## config.mk

```make
export PLATFORM = sky130hd
export DESIGN_NAME = call_panel
export DESIGN_NICKNAME = d
export VERILOG_FILES = /design/src/rtl/lift_pkg.sv /design/src/rtl/call_debounce.sv /design/src/rtl/call_panel.sv
export SDC_FILE = /design/constraint.sdc
export NUM_CORES = 1
export LEC_CHECK = 0
export CAP_MARGIN = 20
export CORE_ASPECT_RATIO = 1.1
export CORE_MARGIN = 4
export CORE_UTILIZATION = 54
export CTS_BUF_LIST = sky130_fd_sc_hd__clkbuf_4 sky130_fd_sc_hd__clkbuf_8
export CTS_CLUSTER_DIAMETER = 60
export CTS_CLUSTER_SIZE = 8
export DETAILED_ROUTE_END_ITERATION = 12
export PLACE_DENSITY = 0.78
export SLEW_MARGIN = 10
export SYNTH_ARGS = -nofsm -noshare
export SYNTH_HDL_FRONTEND = slang
export SYNTH_HIERARCHICAL = 1
export SYNTH_SLANG_ARGS = --single-unit
```

## constraint.sdc

```tcl
create_clock -name clk -period 2.66 [get_ports clk]
set_input_delay 0.532 -clock clk [delete_from_list [all_inputs] [get_ports clk]]
set_output_delay 0.532 -clock clk [all_outputs]
set_load 0.05 [all_outputs]
```

## src/rtl/lift_pkg.sv

```systemverilog
// Constants and encodings shared between the call panel and the lift controller.
package lift_pkg;

   localparam int N_FLOORS = 8;
   localparam int FLOOR_W  = 3;

   localparam logic UP   = 1'b0;
   localparam logic DOWN = 1'b1;

   typedef enum logic [1:0] {
      IDLE,
      OFFER,
      BUSY
   } state_t;

endpackage

```

## src/rtl/call_debounce.sv

```systemverilog
// One call button: 2-flop synchronizer, 3-sample debounce on the shared tick,
// and a one-cycle pulse when the debounced level rises.
module call_debounce (
   input  logic clk,
   input  logic rst_n,
   input  logic i_btn,
   input  logic i_tick,
   output logic o_press
);

   logic [1:0] r_sync;
   logic       r_level;
   logic       r_levelD;
   logic [1:0] r_run;

   always_ff @(posedge clk or negedge rst_n) begin
      if (!rst_n) begin
         r_sync   <= '0;
         r_level  <= 1'b0;
         r_levelD <= 1'b0;
         r_run    <= '0;
      end else begin
         r_sync   <= {r_sync[0], i_btn};
         r_levelD <= r_level;
         // The third consecutive opposite sample flips the level.
         if (i_tick) begin
            if (r_sync[1] != r_level) begin
               if (r_run == 2'd2) begin
                  r_level <= r_sync[1];
                  r_run   <= '0;
               end else begin
                  r_run <= r_run + 2'd1;
               end
            end else begin
               r_run <= '0;
            end
         end
      end
   end

   assign o_press = r_level & ~r_levelD;

endmodule

```

## src/rtl/call_panel.sv

```systemverilog
// Floor-call front end: debounced buttons, pending-call latch, SCAN target
// selection and a valid/ack offer to the lift controller.
module call_panel
   import lift_pkg::*;
#(
   parameter int TICK_DIV = 100000
) (
   input  logic                clk,
   input  logic                rst_n,
   input  logic [N_FLOORS-1:0] btn,
   input  logic [FLOOR_W-1:0]  cur_floor,
   output logic                req_valid,
   output logic [FLOOR_W-1:0]  req_floor,
   input  logic                req_ack,
   input  logic                served_valid,
   input  logic [FLOOR_W-1:0]  served_floor,
   output logic [N_FLOORS-1:0] pending,
   output logic                dir
);

   localparam int CNT_W = $clog2(TICK_DIV);

   logic [CNT_W-1:0]    r_tickCnt;
   logic                w_tick;
   logic [N_FLOORS-1:0] w_press;
   logic [N_FLOORS-1:0] w_servedMask;
   logic [N_FLOORS-1:0] r_pending;
   logic                w_servedReq;
   state_t              r_state;
   state_t              w_stateNext;
   logic [FLOOR_W-1:0]  r_reqFloor;
   logic                r_dir;
   logic [FLOOR_W-1:0]  w_target;
   logic                w_dirNext;
   logic                w_foundLoGe;
   logic                w_foundHiLe;
   logic [FLOOR_W-1:0]  w_loGe;
   logic [FLOOR_W-1:0]  w_loGt;
   logic [FLOOR_W-1:0]  w_hiLe;
   logic [FLOOR_W-1:0]  w_hiLt;

   assign w_tick = (r_tickCnt == CNT_W'(TICK_DIV - 1));

   always_ff @(posedge clk or negedge rst_n) begin
      if (!rst_n) begin
         r_tickCnt <= '0;
      end else if (w_tick) begin
         r_tickCnt <= '0;
      end else begin
         r_tickCnt <= r_tickCnt + CNT_W'(1);
      end
   end

   for (genvar g = 0; g < N_FLOORS; g++) begin : g_btn
      call_debounce u_debounce (
         .clk     (clk),
         .rst_n   (rst_n),
         .i_btn   (btn[g]),
         .i_tick  (w_tick),
         .o_press (w_press[g])
      );
   end

   assign w_servedMask = served_valid ? (N_FLOORS'(1) << served_floor) : '0;
   assign w_servedReq  = served_valid && (served_floor == r_reqFloor);

   // Serve clears after press sets, so a same-cycle press at the cabin's floor is dropped.
   always_ff @(posedge clk or negedge rst_n) begin
      if (!rst_n) begin
         r_pending <= '0;
      end else begin
         r_pending <= (r_pending | w_press) & ~w_servedMask;
      end
   end

   always_comb begin
      w_foundLoGe = 1'b0;
      w_foundHiLe = 1'b0;
      w_loGe      = '0;
      w_loGt      = '0;
      w_hiLe      = '0;
      w_hiLt      = '0;
      for (int i = N_FLOORS - 1; i >= 0; i--) begin
         if (r_pending[i] && (i >= int'(cur_floor))) begin
            w_loGe      = FLOOR_W'(i);
            w_foundLoGe = 1'b1;
         end
         if (r_pending[i] && (i > int'(cur_floor))) begin
            w_loGt = FLOOR_W'(i);
         end
      end
      for (int i = 0; i < N_FLOORS; i++) begin
         if (r_pending[i] && (i <= int'(cur_floor))) begin
            w_hiLe      = FLOOR_W'(i);
            w_foundHiLe = 1'b1;
         end
         if (r_pending[i] && (i < int'(cur_floor))) begin
            w_hiLt = FLOOR_W'(i);
         end
      end
   end

   // Keep scanning in the current direction; reverse only when nothing lies ahead.
   always_comb begin
      w_target  = '0;
      w_dirNext = r_dir;
      if (r_dir == UP) begin
         if (w_foundLoGe) begin
            w_target = w_loGe;
         end else begin
            w_target  = w_hiLt;
            w_dirNext = DOWN;
         end
      end else begin
         if (w_foundHiLe) begin
            w_target = w_hiLe;
         end else begin
            w_target  = w_loGt;
            w_dirNext = UP;
         end
      end
   end

   always_ff @(posedge clk or negedge rst_n) begin
      if (!rst_n) begin
         r_state <= IDLE;
      end else begin
         r_state <= w_stateNext;
      end
   end

   always_comb begin
      w_stateNext = r_state;
      case (r_state)
         IDLE: begin
            if (r_pending != '0) begin
               w_stateNext = OFFER;
            end
         end
         OFFER: begin
            if (w_servedReq) begin
               w_stateNext = IDLE;
            end else if (req_ack) begin
               w_stateNext = BUSY;
            end
         end
         BUSY: begin
            if (w_servedReq) begin
               w_stateNext = IDLE;
            end
         end
         default: w_stateNext = IDLE;
      endcase
   end

   always_ff @(posedge clk or negedge rst_n) begin
      if (!rst_n) begin
         r_reqFloor <= '0;
         r_dir      <= UP;
      end else if ((r_state == IDLE) && (r_pending != '0)) begin
         r_reqFloor <= w_target;
         r_dir      <= w_dirNext;
      end
   end

   assign req_valid = (r_state == OFFER);
   assign req_floor = r_reqFloor;
   assign pending   = r_pending;
   assign dir       = r_dir;

endmodule
```

# After elaboration in Yosys (flattened, before gate mapping)
# Cells that the tools add are included.
# totals
register_bits	79
in_bits	18
# classes
add_sub_neg	9
order_cmp	27
eq_ne	23
shifts	1
muxes	73
n_bitwise	19
n_reduce_logical	40
# ops
cell	n
$mux 3	29
$mux 2	20
$logic_and 1x1->1	29
$reduce_and 3->1	9
$mux 1	21
$eq 2x2->1 const B	9
$add 17x1->17 const B	1
$eq 17x17->1 const B	1
$mux 17	1
$add 2x1->2 const B	8
$gt 3x3->1 const A	4
$le 3x3->1 const A	4
$ge 3x3->1 const A	3
$lt 3x3->1 const A	3
$and 1x1->1	8
$and 8x8->8	1
$mux 8	1
$ne 1x1->1	8
$not 1->1	8
$not 8->8	1
$or 8x8->8	1
$reduce_bool 8->1	1
$shl 1x3->8 const A	1
$ge 1x3->1 const A	2
13 further kinds	18

# Logic depth before layout (Yosys ltp)
# depth
ltp_word	11
mapped_depth	8

# By module
# The synthesis kept the hierarchy.
# by_module_without_submodules
module	n_inst	cells_per_inst	area_per_inst_um2
call_panel	1	222	1995.7
call_debounce	8	16	220.2

# Worst setup path before layout
# OpenSTA, ideal clock, no wires.
# synth_timing
path_type	reg-to-reg
start	reg r_tickCnt[11]
end	reg g_btn[0].u_debounce.r_run[0]
setup_ns	0.084
arrival_time_ns	2.580
path_slack_ns	-0.003
path_stages_with_launch	6
period_less_slack_ns	2.663
path_cell_list	dfrtp_1 nor4b_1 nand4_1 nor4_4 or3b_1 o22ai_1
# synth_via
elab_chain_len	1
# synth_rtl
item	line_no	text
from (decl)	call_panel.sv:23	logic [CNT_W-1:0] r_tickCnt;
from (signal assigned)	call_panel.sv:50	r_tickCnt <= r_tickCnt + CNT_W'(1);
$eq 17x17->1	call_panel.sv:42	assign w_tick = (r_tickCnt == CNT_W'(TICK_DIV - 1));
net w_tick	call_panel.sv:24	logic w_tick;
to (signal assigned)	call_debounce.sv:32	r_run <= r_run + 2'd1;
to (decl)	call_debounce.sv:14	logic [1:0] r_run;
# The timed path passes the listed nets, and every way through them passes these cells.
# A chain may end at the register's enable or synchronous reset.

# Worst setup path in the final report
# layout_timing
start	reg r_pending[5], in the netlist pending[5]
end	out pending[5]
# layout_rtl
item	line_no	text
from (decl)	call_panel.sv:27	logic [N_FLOORS-1:0] r_pending;
from (signal assigned)	call_panel.sv:72	r_pending <= (r_pending | w_press) & ~w_servedMask;
to (decl)	call_panel.sv:17	output logic [N_FLOORS-1:0] pending,
# No word-level cell between the ends.

==> impl_results.md <==
- Finished Cell Area: 4430 um2
- Slowest-stage cell, CP: clkdlybuf4s50_1
- Clk_skew: 0.00796 ns
- CTS H-tree depth: 3
- Vias in the first global route: 2,847
- Die height: 95.5 um
- Area growth syn-to-layout: 17.9%
- Setup Buffers After CTS: 0
- Initial Utilization: 0.563
- Syn. warnings: 6
- Via count: 2,796
- Synth top area share: 0.526
- Storage element area: 1980 um2
- Most frequent cells after synthesis: dfrtp_1, inv_1, nor2_1, o22ai_1, xnor2_1
- CTS root buffer: clkbuf_8
- First-pass GRT wire length: 12.8 mm
- Cts bufs inserted: 9
- CTS sink count: 79
- Worst Max-Slew Pin Slew: 0.516 ns
- Buf/Inv on CP: 1
- CTS Hold Bufs: 0
- Dominant cell type by area after synthesis: dfrtp_1
- Peak supply drop: 630 uV
- Critical Path Start: pending[5]$_DFF_PN0_
- CP Capture Type: output pin
- TritonRoute pass-1 iters: 5
- Worst flop-to-flop path startpoint: r_tickCnt[11]$_DFF_PN0_
- Area occupied by multi-input gates: 1610 um2
- GR Overflow Total: 0
- Power per cell area: 636 nW/um2
- CP startpoint kind: flip-flop
- Core area: 6670 um2
- GRT Resource Usage Total: 0.196
- FF-to-FF path depth: 6
- Die W: 87.5 um
- TNS Setup: 0 ns
- Post-DP HPWL: 5.22 mm
- Layout cell share with drive strength beyond 1: 0.131
- Async SR Flop Fraction: 1.00
- # IOs: 31
- Distinct cell type count after synthesis: 58
- Critical path type: reg -> out
- Hold WC Path Type: in -> async
- IO Port Bufs: 30
- Fin crit period: 2.45 ns
- CP Data Arrival Time: 1.91 ns
- DR WL/cell: 15.3 um
- Final Hold Fails: 0
- Area contributors post-synth: dfrtp_1, xnor2_1, o22ai_1
- Routed wire length: 7.35 mm
- Register bit count reported by yosys: 79
- DP Area: 4200 um2
- GP Congestion: 0.889
- Initial antenna violation count: 0
- Sequential area share after synthesis: 0.526
- Clk_lat worst skew: 0.35 ns
- Final Setup Violations: 0
- ANT nets after route: 0
- RSZ-0062 raised after global routing: false
- Cell Rows: 31
- Count leader, synth: dfrtp_1
- Largest net degree at the start of global routing: 42
- Outcome: finished, final reports clean
- EDFF count, synth: 0
- Maximum fanout along the worst path: 12
- Filler cell count: 509
- Final hold slack: 0.137 ns
- Clock transition at the registers of the reported paths: 0.08 ns
- Cells after Synth: 350
- # diodes: 0
- CTS resizes: 0
- CP delay by family, top: buffers and inverters
- Residual DRC count: 0
- Critical Path Max Stage Delay: 0.90 ns
- NumNets Final: 412
- Post-Synthesis Mean Instance Area: 10.7 um2
- Critical Path RT: 2.13 ns
- Max_slew headroom: 0.655
- Worst path depth: 1
- Max Slew Vio Count: 0
- Post-synthesis cell area: 3760 um2
- Maximum achievable frequency: 409 MHz
- CP Cell Sequence: clkdlybuf4s50_1
- Tcrit/Tclk final: 0.920
- P_leak: 1.87 nW
- Initial DRC count: 191
- Max cap viols: 0
- Synth Net Count: 369
- Ys flop type: dfrtp_1
- Die footprint: 8360 um2
- Avg Vias per Cell: 5.83
- CTS tree: done
- Clock Path Buffers: 2
-- kinds of logic (layout without fill, tap and decap cells) --
logic type	after synthesis	count (layout)	synth area share
buffers and inverters	37	85	0.0460
XOR/XNOR	26	26	0.0606
flip-flops	79	79	0.526
AO/OA/AOI/OAI	77	77	0.144
multiplexers	9	9	0.0270
adder cells (fa/ha/maj)	1	1	0.00333
AND/OR/NAND/NOR	121	121	0.193
-- final timing paths --
check	slack [ns]	end
min in group clk	0.35	g_btn[0].u_debounce/r_sync[1]$_DFF_PN0_
min reg2reg	0.35	g_btn[0].u_debounce/r_sync[1]$_DFF_PN0_
max in group asynchronous	1.95	g_btn[1].u_debounce/r_sync[0]$_DFF_PN0_
max	0.21	pending[5]
max reg2reg	0.48	g_btn[7].u_debounce/r_run[0]$_DFFE_PN0P_
min	0.14	g_btn[0].u_debounce/r_run[1]$_DFFE_PN0P_
-- power breakdown --
part | internal [mW] | switching (mW) | total [mW]
clock | 0.541 | 0.459 | 1.00
combinational | 0.195 | 0.293 | 0.488
sequential | 1.26 | 0.0735 | 1.33
-- cells in the final DEF, fill, tap and decap left out, drive strengths merged, types with 5 or more instances in the layout --
| master | n |
|---|---|
| xor2 | 7 |
| nor2b | 16 |
| inv | 28 |
| or3b | 8 |
| nor3 | 6 |
| a31oi | 8 |
| xnor2 | 19 |
| mux2 | 9 |
| o21ai | 7 |
| a21oi | 15 |
| clkdlybuf4s50 | 29 |
| dfrtp | 79 |
| buf | 15 |
| nand3b | 16 |
| nand2 | 18 |
| nand3 | 8 |
| o32a | 5 |
| o22ai | 20 |
| clkbuf | 9 |
| nor2 | 24 |
-- final cells by class --
| type | instances | share of cell area |
|---|---|---|
| inverter | 25 | 0.0212 |
| clock inverter | 7 | 0.0234 |
| clock buffer | 9 | 0.0280 |
| multi-input combinational | 234 | 0.364 |
| sequential | 79 | 0.446 |
| timing repair buffer | 44 | 0.0938 |
| tap | 82 | 0.0232 |
-- stage by stage --
stage,power (mW),cells,setup slack (ns),utilization
after floorplan,1.65,350,0.0256,-
after global placement,1.84,464,0.113,0.630
after detailed placement,1.84,464,0.0534,0.630
after CTS,2.85,480,0.197,0.664
after global routing,2.95,480,0.158,0.664
final,2.82,480,0.213,0.664
-- metal layers --
layer,up-vias,global-route usage,wire length [um]
met1,1375,0.246,3170
met3,19,0.0303,321
li1,1333,-,-
met2,69,0.324,3640
met5,-,0,0
met4,0,0.106,216
-- state kept, by name, indices dropped and copies added, names as in the netlist --
register	count
r_tickCnt	17
g_btn.u_debounce/r_run	16
g_btn.u_debounce/r_sync	16
g_btn.u_debounce/r_level	8
g_btn.u_debounce/r_levelD	8
pending	8
req_floor	3
r_state	2
dir	1
Power figures use the tool's default switching activity.
==> variant 1, RTL diff (same settings) <==
Re-encode `state_t` (3 states) as one-hot, 3 bits wide.
--- a/src/rtl/lift_pkg.sv
+++ b/src/rtl/lift_pkg.sv
@@ -8,8 +8,8 @@
    localparam logic DOWN = 1'b1;
 
-   typedef enum logic [1:0] {
-      IDLE,
-      OFFER,
-      BUSY
+   typedef enum logic [2:0] {
+      IDLE  = 3'b001,
+      OFFER = 3'b010,
+      BUSY  = 3'b100
    } state_t;
 
Behaviour: no difference found for any inputs over 10 cycles, from zero or initial values and one cycle with rst_n low; not proved beyond that.
==> variant 1 against the original RTL <==
Die area rose by 1.4%; global-route usage rose by 0.90 points; sequential cell count rose by 1; worst hold slack improved by 0.032 ns; synthesized cell count rose by 4.0%; synthesized area rose by 1.5%; worst setup slack got worse by 0.059 ns; total power rose by 3.6%; cell area rose by 0.82%; count of clock-buffer cells in the layout rose by 2; final cell count rose by 1.7%; routed wire length rose by 6.4%; largest cell class unchanged; highest routed layer unchanged.
==> variant 1: results (changes against the original RTL) <==
| Metric | Value |
|---|---|
| Peak VDD IR | `409 µV (-35%)` |
| Cells after DPL | `472 (+1.7%)` |
| PostCTS Resize Cnt | `0 (unchanged)` |
| CP max stage cell | `clkdlybuf4s50_1` |
| Cts bufs inserted | `9 (unchanged)` |
| Pin count of the biggest net entering global routing | `45 (+7.1%)` |
| M3 GR Usage | `4.20% (+1.2 points)` |
| Cell variety after synth | `55 (-5.2%)` |
| Commonest cells in the netlist | `79 x dfrtp_1, 28 x nor2_1, 23 x inv_1, 21 x nand2_1, 20 x o22ai_1` |
| Portion of netlist area occupied by mux cells | `2.66% (-0.040 points)` |
| Met1 Track Usage GR | `27.1% (+2.5 points)` |
| Largest regs | `r_tickCnt (17), g_btn.u_debounce/r_run (16), g_btn.u_debounce/r_sync (16)` |
| Largest stage delay, worst path | `0.87 ns (-0.03 ns)` |
| Gate count after technology mapping | `364 (+4.0%)` |
| Placed Instance Area | `0.00419 mm² (-0.24%)` |
| Clk_lat worst skew | `0.34 ns` |
| Met2 track utilization from global routing | `32.6% (+0.19 points)` |
| Fill count | `497 (-2.4%)` |
| Hpwl dp | `5330 µm (+2.0%)` |
| FF-to-FF Start | `r_tickCnt[6]` |
| Leakage | `1.92 nW (+2.5%)` |
| Initial antenna violation count | `0 (unchanged)` |
| Max FO, Critical Path | `5 (-7)` |
| WL per Instance | `16.0 µm (+4.6%)` |
| Asr flop ratio synth | `100% (unchanged)` |
| IO buf count | `30 (unchanged)` |
| Status | `finished, final reports clean` |
| Vias after detailed routing | `2927 (+4.7%)` |
| Skew final | `0.0124 ns (+0.00440 ns)` |
| Ys Warns | `6 (unchanged)` |
| Met2 Routed Length | `3910 µm (+7.2%)` |
| Worst Setup SP | `r_state[2]` |
| Worst slack, placed | `0.160 ns (+0.106 ns)` |
| Post-synthesis compound-gate area fraction | `15.5% (+1.0 points)` |
| Placer Congestion | `0.886 (-0.39%)` |
| Clock root buffer | `clkbuf_8` |
| DR iter-0 viols | `141 (-26%)` |
| Top cells by area, synth | `dfrtp_1 52%, xnor2_1 3.7%, nand3b_1 3.3%, o22ai_1 3.3%, nor2_1 2.8%` |
| Hold Path Class | `input port to asynchronous set/reset pin` |
| Area growth, synth to finish | `17.1%` |
| First-pass GRT wire length | `13500 µm (+5.7%)` |
| Post-synthesis xor/xnor area fraction | `5.97% (-0.089 points)` |
| Highest Signal Layer | `met4` |
| DR WL met3 | `453 µm (+41%)` |
| Post-layout nets | `420 (+1.9%)` |
| Layout cell share with drive strength beyond 1 | `10.8% (-2.2 points)` |
| GRT Total Usage | `20.5% (+0.90 points)` |
| Critical Path AT | `1.97 ns (+0.06 ns)` |
| Setup Buffers After CTS | `0 (unchanged)` |
| Post-synthesis sequential area ratio | `52.5% (-0.088 points)` |
| Met1 wire length | `3240 µm (+2.2%)` |
| Synth Net Count | `383 (+3.8%)` |
| Slew HR | `63.6% (-1.9 points)` |
| Layout Cells excl Fill | `488 (+1.7%)` |
| H-tree depth | `3 (unchanged)` |
| Post-Synth Adder-Cell Area | `0.328% (-0.0049 points)` |
## variant 1: final timing paths
check,end,slack (ns),cells after the start
max in group asynchronous,r_state[0],1.77,2
worst min-delay path,g_btn[3].u_debounce/r_run[1],0.17,1
min in group clk,g_btn[0].u_debounce/r_sync[1],0.35,0
worst max register to register,g_btn[2].u_debounce/r_run[0],0.38,6
worst min register to register,g_btn[0].u_debounce/r_sync[1],0.35,0
worst max-delay path,req_valid,0.15,2
## variant 1: cell type report
cell class	count	area share (%)
repair buffers	39	8.18
flip-flops and latches	80	44.8
clock buffers	11	3.25
clock inverters	5	2.89
well taps	82	2.30
multi-input cells	248	36.6
inverters	23	1.93
## variant 1: report_power, final
part           switching (mW)  internal, mW  leakage [nW]  total, mW
sequential             0.0700          1.27          1.06       1.34
clock                   0.428         0.757         0.137       1.18
combinational           0.238         0.162         0.725      0.401
total                   0.737          2.19          1.92       2.92
==> variant 2, RTL diff (same settings) <==
Made on the original files. `FLOOR_W`: 3 -> 5.
--- a/src/rtl/lift_pkg.sv
+++ b/src/rtl/lift_pkg.sv
@@ -3,5 +3,5 @@
 
    localparam int N_FLOORS = 8;
-   localparam int FLOOR_W  = 3;
+   localparam int FLOOR_W  = 5;
 
    localparam logic UP   = 1'b0;
Ports: changed (resized cur_floor, req_floor and served_floor); port bits go from 31 to 37. The function was not compared with the original's and may differ.
==> variant 2 against the original RTL <==
Synthesized area is 1.8% higher; routed wire length is 17% higher; sequential cell count stayed put; die area is 1.6% higher; total power is 8.5% higher; clock power is 6% lower; cell area is 3.2% higher; worst setup slack better by 0.049 ns; critical endpoint unchanged; highest routed layer unchanged.
==> variant 2: results (changes against the original RTL) <==
| Metric | Value |
|---|---|
| Worst slack, placed | `-0.0167 ns (-0.0701 ns)` |
| Placer Congestion | `0.909 (+2.2%)` |
| Met2 Routed Length | `4350 µm (+19%)` |
| Placed Instance Area | `0.00435 mm² (+3.6%)` |
| Status | `finished, final reports clean` |
| Final clock-cell share | `4.74% (-0.40 points)` |
| Met1 wire length | `3500 µm (+11%)` |
| Data buffer area share | `10.6% (+1.2 points)` |
| First-pass GRT wire length | `14400 µm (+13%)` |
| Peak VDD IR | `452 µV (-28%)` |
| Cell variety after synth | `56 (-3.4%)` |
| Setup slack, reg-to-reg | `0.41 ns (-0.07 ns)` |
| Pre-antenna DRT Iters | `4 (-1)` |
| Worst-margin pin slew | `0.957 ns (+0.442 ns)` |
| R2R depth | `5 (-1)` |
| FF-to-FF End | `g_btn[0].u_debounce/r_run[0]` |
| Leakage | `1.97 nW (+5.1%)` |
| Final wirelength | `8590 µm (+17%)` |
| Met1 Track Usage GR | `26.2% (+1.6 points)` |
| IO buf count | `34 (+13%)` |
| DR iter-0 viols | `158 (-17%)` |
| Layout cell share with drive strength beyond 1 | `11.8% (-1.3 points)` |
| Vias after detailed routing | `3054 (+9.2%)` |
| GRT Total Usage | `22.3% (+2.7 points)` |
| Vias in the first global route | `3174 (+11%)` |
| Skew final | `0.0142 ns (+0.00623 ns)` |
## variant 2: cell count changes after synthesis, sizes merged, moves of 4 or more
cell / change
a21boi: +4
a31oi: -5
buf: -9
clkbuf: +13
inv: -5
nand2: +7
nand3: +9
nor2: +9
o21ai: +4
o32a: -4
xnor2: -4
## variant 2: cell families after synthesis
| family | after synthesis | share of synthesized area [%] |
|---|---|---|
| AO/OA/AOI/OAI | 82 | 14.7 |
| XOR/XNOR | 25 | 5.72 |
| adder cells (fa/ha/maj) | 1 | 0.327 |
| buffers and inverters | 36 | 3.76 |
| flip-flops | 79 | 51.7 |
| multiplexers | 8 | 2.36 |
| other | 1 | 0.0980 |
| AND/OR/NAND/NOR | 147 | 21.4 |
## variant 2: report_power, final
group	leakage [nW]	switching, mW	internal, mW
sequential	1.03	0.105	1.27
clock	0.109	0.430	0.512
combinational	0.830	0.452	0.288
## variant 2: through the flow
stage          cells  util [%]  setup TNS [ns]  power (mW)
2_1_floorplan    380         -               0        1.85
3_3_place_gp     498      64.5               0        2.13
3_5_place_dp     498      64.5         -0.0167        2.13
4_1_cts          514      67.7               0        3.08
5_1_grt          514      67.7               0        3.21
6_report         514      67.7               0        3.06
## variant 2: worst max path at each step
stage / start / endpoint / slack (ns) / depth (start not counted)
4_1_cts: pending[2] / pending[2] / 0.26 / 1
6_report: pending[5] / pending[5] / 0.26 / 1
3_3_place_gp: cur_floor[2] / req_floor[0] / 0.01 / 7
5_1_grt: cur_floor[3] / req_floor[1] / 0.18 / 9
3_5_place_dp: cur_floor[3] / req_floor[0] / -0.02 / 8
2_1_floorplan: r_tickCnt[12] / g_btn[0].u_debounce/r_run[0] / 0.15 / 4
